===== src/rtl/elastic_pipe_reg.sv =====
// +--------------------------------------------------------------------------+
// | elastic_pipe_reg: inter-stage register with valid/ready, stall and flush |
// | Rev 1.0                                                                  |
// +--------------------------------------------------------------------------+
`default_nettype none

module elastic_pipe_reg #(
  parameter int CTRL_WIDTH = 16,
  parameter int DATA_WIDTH = 128,
  parameter int SKID       = 0
) (
  input  logic                  clk,
  input  logic                  rst,
  input  logic                  flush,
  input  logic                  in_valid,
  output logic                  in_ready,
  input  logic [CTRL_WIDTH-1:0] in_ctrl,
  input  logic [DATA_WIDTH-1:0] in_data,
  output logic                  out_valid,
  input  logic                  out_ready,
  output logic [CTRL_WIDTH-1:0] out_ctrl,
  output logic [DATA_WIDTH-1:0] out_data,
  output logic [1:0]            occupancy
);

  generate
    if (SKID == 0) begin : g_single
      logic                  r_valid;
      logic [CTRL_WIDTH-1:0] r_ctrl;
      logic [DATA_WIDTH-1:0] r_data;
      logic                  w_xfer;

      assign in_ready = out_ready | ~r_valid;
      assign w_xfer   = in_valid & in_ready;

      always_ff @(posedge clk) begin
        if (rst || flush) begin
          r_valid <= 1'b0;
          r_ctrl  <= '0;
          r_data  <= '0;
        end else if (w_xfer) begin
          r_valid <= 1'b1;
          r_ctrl  <= in_ctrl;
          r_data  <= in_data;
        end else if (out_ready) begin
          // Consumed with no replacement: bubble keeps payload, kills control
          r_valid <= 1'b0;
          r_ctrl  <= '0;
        end
      end

      assign out_valid = r_valid;
      assign out_ctrl  = r_ctrl;
      assign out_data  = r_data;
      assign occupancy = {1'b0, r_valid};
    end else begin : g_skid
      localparam logic [1:0] ST_EMPTY = 2'd0;
      localparam logic [1:0] ST_ONE   = 2'd1;
      localparam logic [1:0] ST_TWO   = 2'd2;

      logic [1:0]            r_state;
      logic [CTRL_WIDTH-1:0] r_main_ctrl;
      logic [DATA_WIDTH-1:0] r_main_data;
      logic [CTRL_WIDTH-1:0] r_skid_ctrl;
      logic [DATA_WIDTH-1:0] r_skid_data;

      always_ff @(posedge clk) begin
        if (rst || flush) begin
          r_state     <= ST_EMPTY;
          r_main_ctrl <= '0;
          r_main_data <= '0;
          r_skid_ctrl <= '0;
          r_skid_data <= '0;
        end else begin
          case (r_state)
            ST_EMPTY: begin
              if (in_valid) begin
                r_main_ctrl <= in_ctrl;
                r_main_data <= in_data;
                r_state     <= ST_ONE;
              end
            end
            ST_ONE: begin
              if (out_ready && in_valid) begin
                r_main_ctrl <= in_ctrl;
                r_main_data <= in_data;
              end else if (out_ready) begin
                r_main_ctrl <= '0;
                r_state     <= ST_EMPTY;
              end else if (in_valid) begin
                r_skid_ctrl <= in_ctrl;
                r_skid_data <= in_data;
                r_state     <= ST_TWO;
              end
            end
            ST_TWO: begin
              if (out_ready) begin
                r_main_ctrl <= r_skid_ctrl;
                r_main_data <= r_skid_data;
                r_skid_ctrl <= '0;
                r_skid_data <= '0;
                r_state     <= ST_ONE;
              end
            end
            default: r_state <= ST_EMPTY;
          endcase
        end
      end

      // State encoding is the entry count, so ready decodes straight from a flop
      assign in_ready  = (r_state != ST_TWO);
      assign out_valid = (r_state != ST_EMPTY);
      assign out_ctrl  = r_main_ctrl;
      assign out_data  = r_main_data;
      assign occupancy = r_state;
    end
  endgenerate

endmodule

`default_nettype wire


===== config.mk =====
export PLATFORM = sky130hd
export DESIGN_NAME = elastic_pipe_reg
export DESIGN_NICKNAME = d
export VERILOG_FILES = /design/src/rtl/elastic_pipe_reg.sv
export SDC_FILE = /design/constraint.sdc
export NUM_CORES = 1
export LEC_CHECK = 0
export BUFFER_PORTS_ARGS = -buffer_cell sky130_fd_sc_hd__buf_2
export CAP_MARGIN = 25
export CORE_ASPECT_RATIO = 2
export CORE_MARGIN = 8
export CORE_UTILIZATION = 35
export CTS_BUF_LIST = sky130_fd_sc_hd__clkbuf_8
export DETAILED_ROUTE_END_ITERATION = 6
export GPL_TIMING_DRIVEN = 0
export HOLD_SLACK_MARGIN = 0.05
export MAX_ROUTING_LAYER = met4
export PLACE_DENSITY = 0.62
export SLEW_MARGIN = 20
export SYNTH_ARGS = -nofsm -noshare
export SYNTH_HDL_FRONTEND = slang
export SYNTH_SLANG_ARGS = --single-unit

===== constraint.sdc =====
create_clock -name clk -period 1.6 [get_ports clk]
set_input_delay 0.32 -clock clk [delete_from_list [all_inputs] [get_ports clk]]
set_output_delay 0.32 -clock clk [all_outputs]
set_load 0.01 [all_outputs]

==> results of run 1 <==
[logic make-up after synthesis]
| family | count (synthesis) | synth area share, % |
|---|---|---|
| AO/OA/AOI/OAI | 145 | 16.4 |
| buffers and inverters | 83 | 7.43 |
| flip-flops | 145 | 49.8 |
| other | 1 | 0.0643 |
| AND/OR/NAND/NOR | 291 | 26.3 |
[layout make-up]
cell class / count / area (um2) / share of cell area, %
multi-input combinational: 438 / 2500 / 31.1
clock buffer: 18 / 248 / 3.08
buffer: 80 / 419 / 5.21
timing repair buffer: 295 / 1480 / 18.4
tap: 207 / 259 / 3.22
antenna: 2 / 5.00 / 0.0622
clock inverter: 14 / 225 / 2.80
inverter: 1 / 3.75 / 0.0467
sequential: 145 / 2900 / 36.1
[cell usage after synthesis]
cell      number  area [um2]
dfxtp_1      145        2900
nand4_1      144         901
nand2_1      128         480
o21ai_0       84         420
o21ai_2       60         526
clkbuf_1      35         131
buf_2         26         130
nand3b_1      16         120
buf_6          8        90.1
clkbuf_2       8        40.0
buf_4          5        37.5
a21boi_0       1        7.51
and2_4         1        8.76
conb_1         1        3.75
inv_1          1        3.75
nand2b_4       1        13.8
nor2_4         1        11.3
[routing by layer]
metal  track usage (%)  share of wire, %  wire [um]
met2              32.1                47      10300
met3              7.11                11       2360
met5                 -                 0          0
met1              24.0                41       9150
met4              6.14               1.4        315
[state kept, by name, indices dropped and copies added (netlist names)]
register and cells:
out_valid 1, out_data 128, out_ctrl 16
[power by group through the flow]
stage,Clock [mW],Combinational [mW],Sequential (mW)
after global placement,0,0.955,3.87
after detailed placement,0,0.956,3.88
after floorplan,0,0.416,3.93
final,3.49,0.952,3.80
after global routing,3.68,1.04,3.81
after CTS,3.56,0.962,3.79
[how the worst min path moves through the flow]
stage               depth (start not counted)     startpoint             to
floorplan                                   2     in_data[0]    out_data[0]
global placement                            2   out_data[53]   out_data[53]
detailed placement                          2  out_data[122]  out_data[122]
CTS                                         3    in_data[34]   out_data[34]
global route                                3     in_ctrl[9]    out_ctrl[9]
finish                                      3    in_data[66]   out_data[66]
[critical path, cell delays in order, from the launching register on]
cell and delay, ns:
dfxtp_2 0.43, nand2b_4 0.15, buf_2 0.18
[per-stage QoR]
stage          setup TNS (ns)  utilization (%)  area, um2  hold WS, ns  power (mW)
6_report                    0             48.7       8040        0.103        8.23
4_1_cts                     0             48.7       8040       0.0597        8.32
2_1_floorplan               0                -       5830        0.463        4.34
3_3_place_gp            -7.68             45.8       7560        0.442        4.83
3_5_place_dp            -9.57             45.8       7560        0.445        4.83
5_1_grt                     0             48.7       8040       0.0896        8.52
[repair_timing]
action | CTS | global route
setup endpoints to repair | 1 | 0
buffers inserted | 0 | 0
resized for setup | 1 | 0
==> results.md, run 1 <==
- Post-placement setup slack: -0.191 ns
- Post-DR vias/cell: 5.25
- Synth cell types: 17
- CTS sink cnt: 145
- Arrival @ worst endpoint: 1.20 ns
- Power share of the sequential group: 46.1%
- Routability Congestion: 0.890
- Int Power: 6.03 mW
- Clock tree buffer depth: 2
- Fin. max-slew vios: 0
- Max_cap viols: 0
- Power per cell area: 1020 nW/um2
- Final WL: 22100 um
- IO Pins: 297
- Row count: 67
- Final non-filler cell total: 1200
- Fin crit share: 94.7%
- Vias in the first global route: 6325
- Sequential area share after synthesis: 49.8%
- Max-slew headroom: 65.1%
- Drt initial violations: 293
- Final Critical Period: 1.52 ns
- TritonCTS buffer count: 17
- Synthesized cell area: 5830 um2
- IO Port Bufs: 295
- Worst-skew pair later-pin latency: 0.45 ns
- Remaining DRCs: 0
- Ys Warns: 0
- Total GRT Usage: 20.4%
- Post-synthesis net count: 814
- Via Count: 6294
- Worst ir drop on vdd: 0.580 mV
- Die height: 198 um
- Status: finished clean
- Startpoint types: register
- Hold Buf Count CTS: 0
- Reg-to-reg startpoint: out_valid
- Die width: 107 um
- Dpl hpwl: 16900 um
- Sw frac: 26.8%
- Synth Register Bits: 145
- FF-to-FF path depth: 6
- Endpoint type of the worst setup path: output port
- Final Skew: 0.0169 ns
- Crit path from: out_valid
- CP Capture Point: in_ready
- Clock slew at reported path FFs: 0.09 ns
- Most common cell after layout, fill and taps aside: buf_2
- First-pass GRT wire length: 33400 um
- Reg2reg end: out_data[89]
- Area Overhead vs Synth: 38.0%
- Placed Cells: 1167
- NetSw: 2.20 mW
- Final nets: 1127
- Pleak: 3.54 nW
- Syn avg cell area: 8.76 um2
- # fillers: 1658
- Gr ovfl total: 0
- Finish-stage setup viols: 0
- Drt wl/cell: 18.5 um
- CTS tree: yes
- Initial antenna violation count: 1
- Largest net degree at the start of global routing: 17
- Setup ws final: 0.0849 ns
- Most frequent cells in the layout: buf_2 (319), nand4_1 (144), dfxtp_1 (144)
- CTS H-tree lvls: 4
- Worst Max-Slew Pin Slew: 0.523 ns
- Combinational Power Share: 11.6%
- Hold Fails Final Rpt: 0
- CORE AREA: 16500 um2
- Hold Crit Class: in -> reg
- Worst Setup Path Type: reg -> out
- Die area: 21300 um2
- DRT Pass-1 Iters: 5
- Gate Count Post-Synth: 665
- Fmax: 660 MHz
- Final ANT Viol Nets: 0
- Initial Utilization: 35.3%
- Share of cells above drive strength 1: 44.1%
- CP Max Fanout: 11
- Clock Power Share: 42.3%
- Root buffer selected by CTS: clkbuf_8
- RSZ-0062 raised after global routing: false
- Reg2reg setup slack: 0.15 ns
- CP required: 1.28 ns
Note: power is estimated with default switching activity, not from simulation.
==> run 2: changes to the inputs <==
--- a/config.mk
+++ b/config.mk
@@ -14,7 +14,6 @@
 export DETAILED_ROUTE_END_ITERATION = 6
 export GPL_TIMING_DRIVEN = 0
 export HOLD_SLACK_MARGIN = 0.05
-export MAX_ROUTING_LAYER = met4
 export PLACE_DENSITY = 0.62
 export SLEW_MARGIN = 20
 export SYNTH_ARGS = -nofsm -noshare
==> results.md, run 2 (synthesized netlist as in run 1, its figures left out) <==
- Endpoint type of the worst setup path: output port
- Final non-filler cell total: 1199 (-0.083%)
- CP required: 1.28 ns (about the same)
- Final setup TNS: 0 ns (unchanged)
- Hold Fails Final Rpt: 0 (unchanged)
- Fin. max-slew vios: 0 (unchanged)
- Drt initial violations: 260 (-11%)
- CTS tree: yes
- Row count: 67 (unchanged)
- Max_cap viols: 0 (unchanged)
- Share of cells above drive strength 1: 44.1% (unchanged)
- First-pass GRT wire length: 33500 um (+0.29%)
- Die width: 107 um (unchanged)
- Reg2reg setup slack: 0.15 ns (about the same)
- Die height: 198 um (unchanged)
- Worst Setup Path Type: reg -> out
- Power per cell area: 1020 nW/um2 (about the same)
- Gr ovfl total: 0 (unchanged)
- Final WL: 22100 um (-0.36%)
- Startpoint types: register
- CP Max Fanout: 11 (unchanged)
- TritonCTS buffer count: 17 (unchanged)
- Dpl hpwl: 16900 um (unchanged)
- Most common cell after layout, fill and taps aside: buf_2
- IO Port Bufs: 295 (unchanged)
- Final Critical Period: 1.52 ns (+0.00163 ns)
- Arrival @ worst endpoint: 1.20 ns (about the same)
- DRT Pass-1 Iters: 5 (unchanged)
- IO Pins: 297 (unchanged)
- Initial Utilization: 35.3% (unchanged)
- Total GRT Usage: 19.9% (-0.57 points)
- Post-DR vias/cell: 5.24 (-0.12%)
- WHS: 0.0947 ns (-0.00834 ns)
- Post-DP Area: 7560 um2 (unchanged)
- Drt wl/cell: 18.4 um (-0.27%)
- Setup ws final: 0.0833 ns (-0.00163 ns)
- Finished Cell Area: 8040 um2 (about the same)
- Clock slew at reported path FFs: 0.10 ns (about the same)
- Vias in the first global route: 6299 (-0.41%)
- Post-CTS setup repair buffer count: 0 (unchanged)
- CORE AREA: 16500 um2 (unchanged)
- Post-placement setup slack: -0.191 ns (unchanged)
- RSZ-0062 raised after global routing: false
- Placed Cells: 1167 (unchanged)
- Max-slew headroom: 65.0% (-0.11 points)
- Largest net degree at the start of global routing: 17 (unchanged)
- Fin crit share: 94.8% (+0.10 points)
- CTS sink cnt: 145 (unchanged)
- Worst Max-Slew Pin Slew: 0.525 ns (+0.00159 ns)
- Largest register FFs: 128 (unchanged)
- CTS H-tree lvls: 4 (unchanged)
- Most frequent cells in the layout: buf_2 (319), nand4_1 (144), dfxtp_1 (144)
- Initial antenna violation count: 1 (unchanged)
- Remaining DRCs: 0 (unchanged)
- Final ANT Viol Nets: 0 (unchanged)
- Hold Crit Class: in -> reg
- Worst ir drop on vdd: 0.582 mV (+0.33%)
- Finish-stage setup viols: 0 (unchanged)
- Clock tree buffer depth: 2 (unchanged)
- Fmax: 659 MHz (-0.11%)
- Worst-skew pair later-pin latency: 0.45 ns (about the same)
- Root buffer selected by CTS: clkbuf_8
- Area Overhead vs Synth: 37.9% (about the same)
- Pleak: 3.54 nW (unchanged)
- Die area: 21300 um2 (unchanged)
- Routability Congestion: 0.876 (-1.6%)
- Via Count: 6281 (-0.21%)
- Status: finished clean
- Final Skew: 0.0162 ns (-0.000683 ns)
- Final nets: 1127 (unchanged)
## run 2: metrics by stage
stage	power, mW	util, %
global route	8.52	48.7
CTS	8.32	48.7
global placement	4.83	45.8
detailed placement	4.83	45.8
floorplan	4.34	-
finish	8.23	48.7
## run 2: metal layers
metal | GRT usage [%] | vias up | part of all wire (%)
met5 | 0 | - | 0.059
met4 | 6.14 | 2 | 1.4
met3 | 8.76 | 21 | 12
met2 | 32.0 | 319 | 47
met1 | 23.0 | 2909 | 40
li1 | - | 3030 | -
## run 2: worst max-delay path, stage by stage, from the launching register on
cell and delay, ns:
dfxtp_2 0.43, nand2b_4 0.15, buf_2 0.18
## run 2: area by class of cell
cell class / count / area [um2]
Fill cell: 1659 / 8480
Sequential cell: 145 / 2900
Multi-Input combinational cell: 438 / 2500
Timing Repair Buffer: 295 / 1480
Buffer: 80 / 419
Tap cell: 207 / 259
Clock buffer: 18 / 248
Clock inverter: 14 / 225
Inverter: 1 / 3.75
Antenna cell: 1 / 2.50
## run 2: final timing paths
kind                start            to  depth (start not counted)
max reg2reg     out_valid  out_data[89]                          6
max             out_valid      in_ready                          2
min reg2reg  out_data[73]  out_data[73]                          2
min           in_data[34]  out_data[34]                          3
## run 2: timing repair
item / CTS / global route
resized for setup: 1 / 0
setup endpoints to repair: 1 / 0
hold buffers: 0 / 0
## run 2: where the power goes
part	leakage [nW]	total, mW	internal (mW)	switching, mW
logic	2.12	0.951	0.369	0.582
clock network	0.239	3.49	1.93	1.55
registers	1.18	3.79	3.73	0.0664
==> run 3: changes to the inputs <==
--- a/config.mk
+++ b/config.mk
@@ -10,7 +10,7 @@
 export CORE_ASPECT_RATIO = 2
 export CORE_MARGIN = 8
 export CORE_UTILIZATION = 35
-export CTS_BUF_LIST = sky130_fd_sc_hd__clkbuf_8
+export CTS_BUF_LIST = sky130_fd_sc_hd__clkbuf_8 sky130_fd_sc_hd__clkbuf_16
 export DETAILED_ROUTE_END_ITERATION = 6
 export GPL_TIMING_DRIVEN = 0
 export HOLD_SLACK_MARGIN = 0.05
==> constraint.sdc (replaced) <==
create_clock -name clk -period 1.8 [get_ports clk]
set_input_delay 0.36 -clock clk [delete_from_list [all_inputs] [get_ports clk]]
set_output_delay 0.36 -clock clk [all_outputs]
set_load 0.01 [all_outputs]
==> results.md, run 3 (synthesized netlist as in run 1, its figures left out) <==
- Largest net degree at the start of global routing: 17 (unchanged)
- Die area: 21300 um2 (unchanged)
- Final setup TNS: 0 ns (unchanged)
- Most frequent cells in the layout: buf_2 (319), nand4_1 (144), dfxtp_1 (144)
- Total GRT Usage: 20.0% (+0.095 points)
- Max-slew headroom: 64.6% (-0.47 points)
- Reg2reg end: out_data[89]
- Final ANT Viol Nets: 0 (unchanged)
- Worst Setup Path Type: reg -> out
- Post-CTS setup repair buffer count: 0 (unchanged)
- Combinational Power Share: 10.2% (-1.4 points)
- Fin. max-slew vios: 0 (unchanged)
- Via Count: 6289 (+0.13%)
- Hold depth: 3 (unchanged)
- First-pass GRT wire length: 33700 um (+0.54%)
- Hold EP: out_data[28]
- Endpoint type of the worst setup path: output port
- Clock Power Share: 48.8% (+6.5 points)
- Startpoint types: register
- Largest register FFs: 128 (unchanged)
- Cts repair resizes: 1 (unchanged)
- CORE AREA: 16500 um2 (unchanged)
- Final WL: 22100 um (+0.22%)
- Arrival @ worst endpoint: 1.22 ns (+0.02 ns)
- IO Pins: 297 (unchanged)
- NetSw: 2.07 mW (-6.2%)
- Drt wl/cell: 18.5 um (+0.31%)
- CP Max Fanout: 21 (+10)
- CP required: 1.44 ns (+0.16 ns)
- Initial antenna violation count: 1 (unchanged)
- Power share of the sequential group: 41.0% (-5.1 points)
- Root buffer selected by CTS: clkbuf_16
- Drt initial violations: 238 (-8.5%)
- Clock tree buffer depth: 2 (unchanged)
- Die height: 198 um (unchanged)
- Worst Max-Slew Pin Slew: 0.532 ns (+0.00699 ns)
- Fmax: 633 MHz
- Hold Buf Count CTS: 0 (unchanged)
- Power per cell area: 1000 nW/um2 (-2.1%)
- Design Power: 8.24 mW (about the same)
- RSZ-0062 raised after global routing: false
- Int Power: 6.17 mW (+2.4%)
- Clock slew at reported path FFs: 0.06 ns (-0.04 ns)
- CTS H-tree lvls: 4 (unchanged)
- Initial Utilization: 35.3% (unchanged)
- Die width: 107 um (unchanged)
- Hold Crit Class: in -> reg
- Status: finished clean
- Final nets: 1126 (-0.089%)
- CTS tree: yes
- Sw frac: 25.1% (-1.7 points)
- Vias in the first global route: 6311 (+0.19%)
- Final Skew: 0.00923 ns (-0.00696 ns)
- Row count: 67 (unchanged)
- TritonCTS buffer count: 17 (unchanged)
- Hold Fails Final Rpt: 0 (unchanged)
- Min-delay src: in_data[28]
- Area Overhead vs Synth: 41.1%
- CTS sink cnt: 145 (unchanged)
- Worst ir drop on vdd: 0.631 mV (+8.5%)
- Worst-skew pair later-pin latency: 0.42 ns (-0.03 ns)
- Most common cell after layout, fill and taps aside: buf_2
- Fin crit share: 87.8%
- Pleak: 3.63 nW (+2.4%)
- Remaining DRCs: 0 (unchanged)
- FF-to-FF path depth: 6 (unchanged)
- Final Critical Period: 1.58 ns
- Reg2reg setup slack: 0.29 ns (+0.14 ns)
- Max incr delay on CP: 0.41 ns (-0.02 ns)
- Dpl hpwl: 16900 um (unchanged)
- DRT Pass-1 Iters: 5 (unchanged)
- Gr ovfl total: 0 (unchanged)
- CP cell instances: nand2b_4 -> buf_2
- Max_cap viols: 0 (unchanged)
- Finish-stage setup viols: 0 (unchanged)
- Reg-to-reg startpoint: out_valid
- IO Port Bufs: 295 (unchanged)
- Post-DR vias/cell: 5.25 (+0.21%)
- Worst path slowest cell: dfxtp_2
- Routability Congestion: 0.876 (unchanged)
- Share of cells above drive strength 1: 44.0% (-0.056 points)
-- run 3: cell types whose count changed in the layout (fill, tap and decap cells not counted), sizes merged --
cell / before / now
nand2b: 2 / 1
-- run 3: stage by stage --
step	instance area (um2)	util (%)	cells	hold WS [ns]	setup WS [ns]
6_report	8220	49.8	1198	0.175	0.220
5_1_grt	8220	49.8	1197	0.176	0.158
4_1_cts	8220	49.8	1198	0.159	0.0363
3_5_place_dp	7560	45.8	1167	0.445	-0.0306
3_3_place_gp	7560	45.8	1167	0.442	0.00187
2_1_floorplan	5830	-	665	0.480	0.579
-- run 3: power by group through the flow --
stage	clock [mW]	sequential (mW)	combinational, mW
4_1_cts	4.08	3.38	0.854
5_1_grt	4.21	3.39	0.921
2_1_floorplan	0	3.49	0.370
3_3_place_gp	0	3.44	0.849
6_report	4.02	3.38	0.844
3_5_place_dp	0	3.45	0.850
-- run 3: area by class of cell --
cell class / instances / area (um2)
diodes: 1 / 2.50
flip-flops and latches: 145 / 2900
inverters: 1 / 3.75
multi-input cells: 437 / 2490
well taps: 207 / 259
fillers: 1633 / 8290
plain buffers: 80 / 419
clock buffers: 18 / 439
clock inverters: 14 / 225
repair buffers: 295 / 1480
-- run 3: worst max-delay path by stage --
stage               startpoint      endpoint  slack, ns  cells past startpoint
detailed placement       flush  out_data[89]      -0.03                      6
CTS                  out_valid      in_ready       0.04                      3
floorplan                flush  out_data[82]       0.58                      5
global placement         flush  out_data[88]      0.002                      6
finish               out_valid      in_ready       0.22                      2
global route         out_valid      in_ready       0.16                      2
-- run 3: worst max-delay path, delay by kind of cell, from the launching register on --
family | cells | cell delay, ns
flops | 1 | 0.41
buf+inv | 1 | 0.20
simple gates | 1 | 0.19
-- run 3: metal layers --
layer  track usage [%]  vias up  share of wire (%)
li1                  -     3031                  -
met3              8.50       22                 12
met4              6.82        2                1.7
met2              31.9      319                 47
met1              23.2     2915                 39
met5                 0        -              0.059
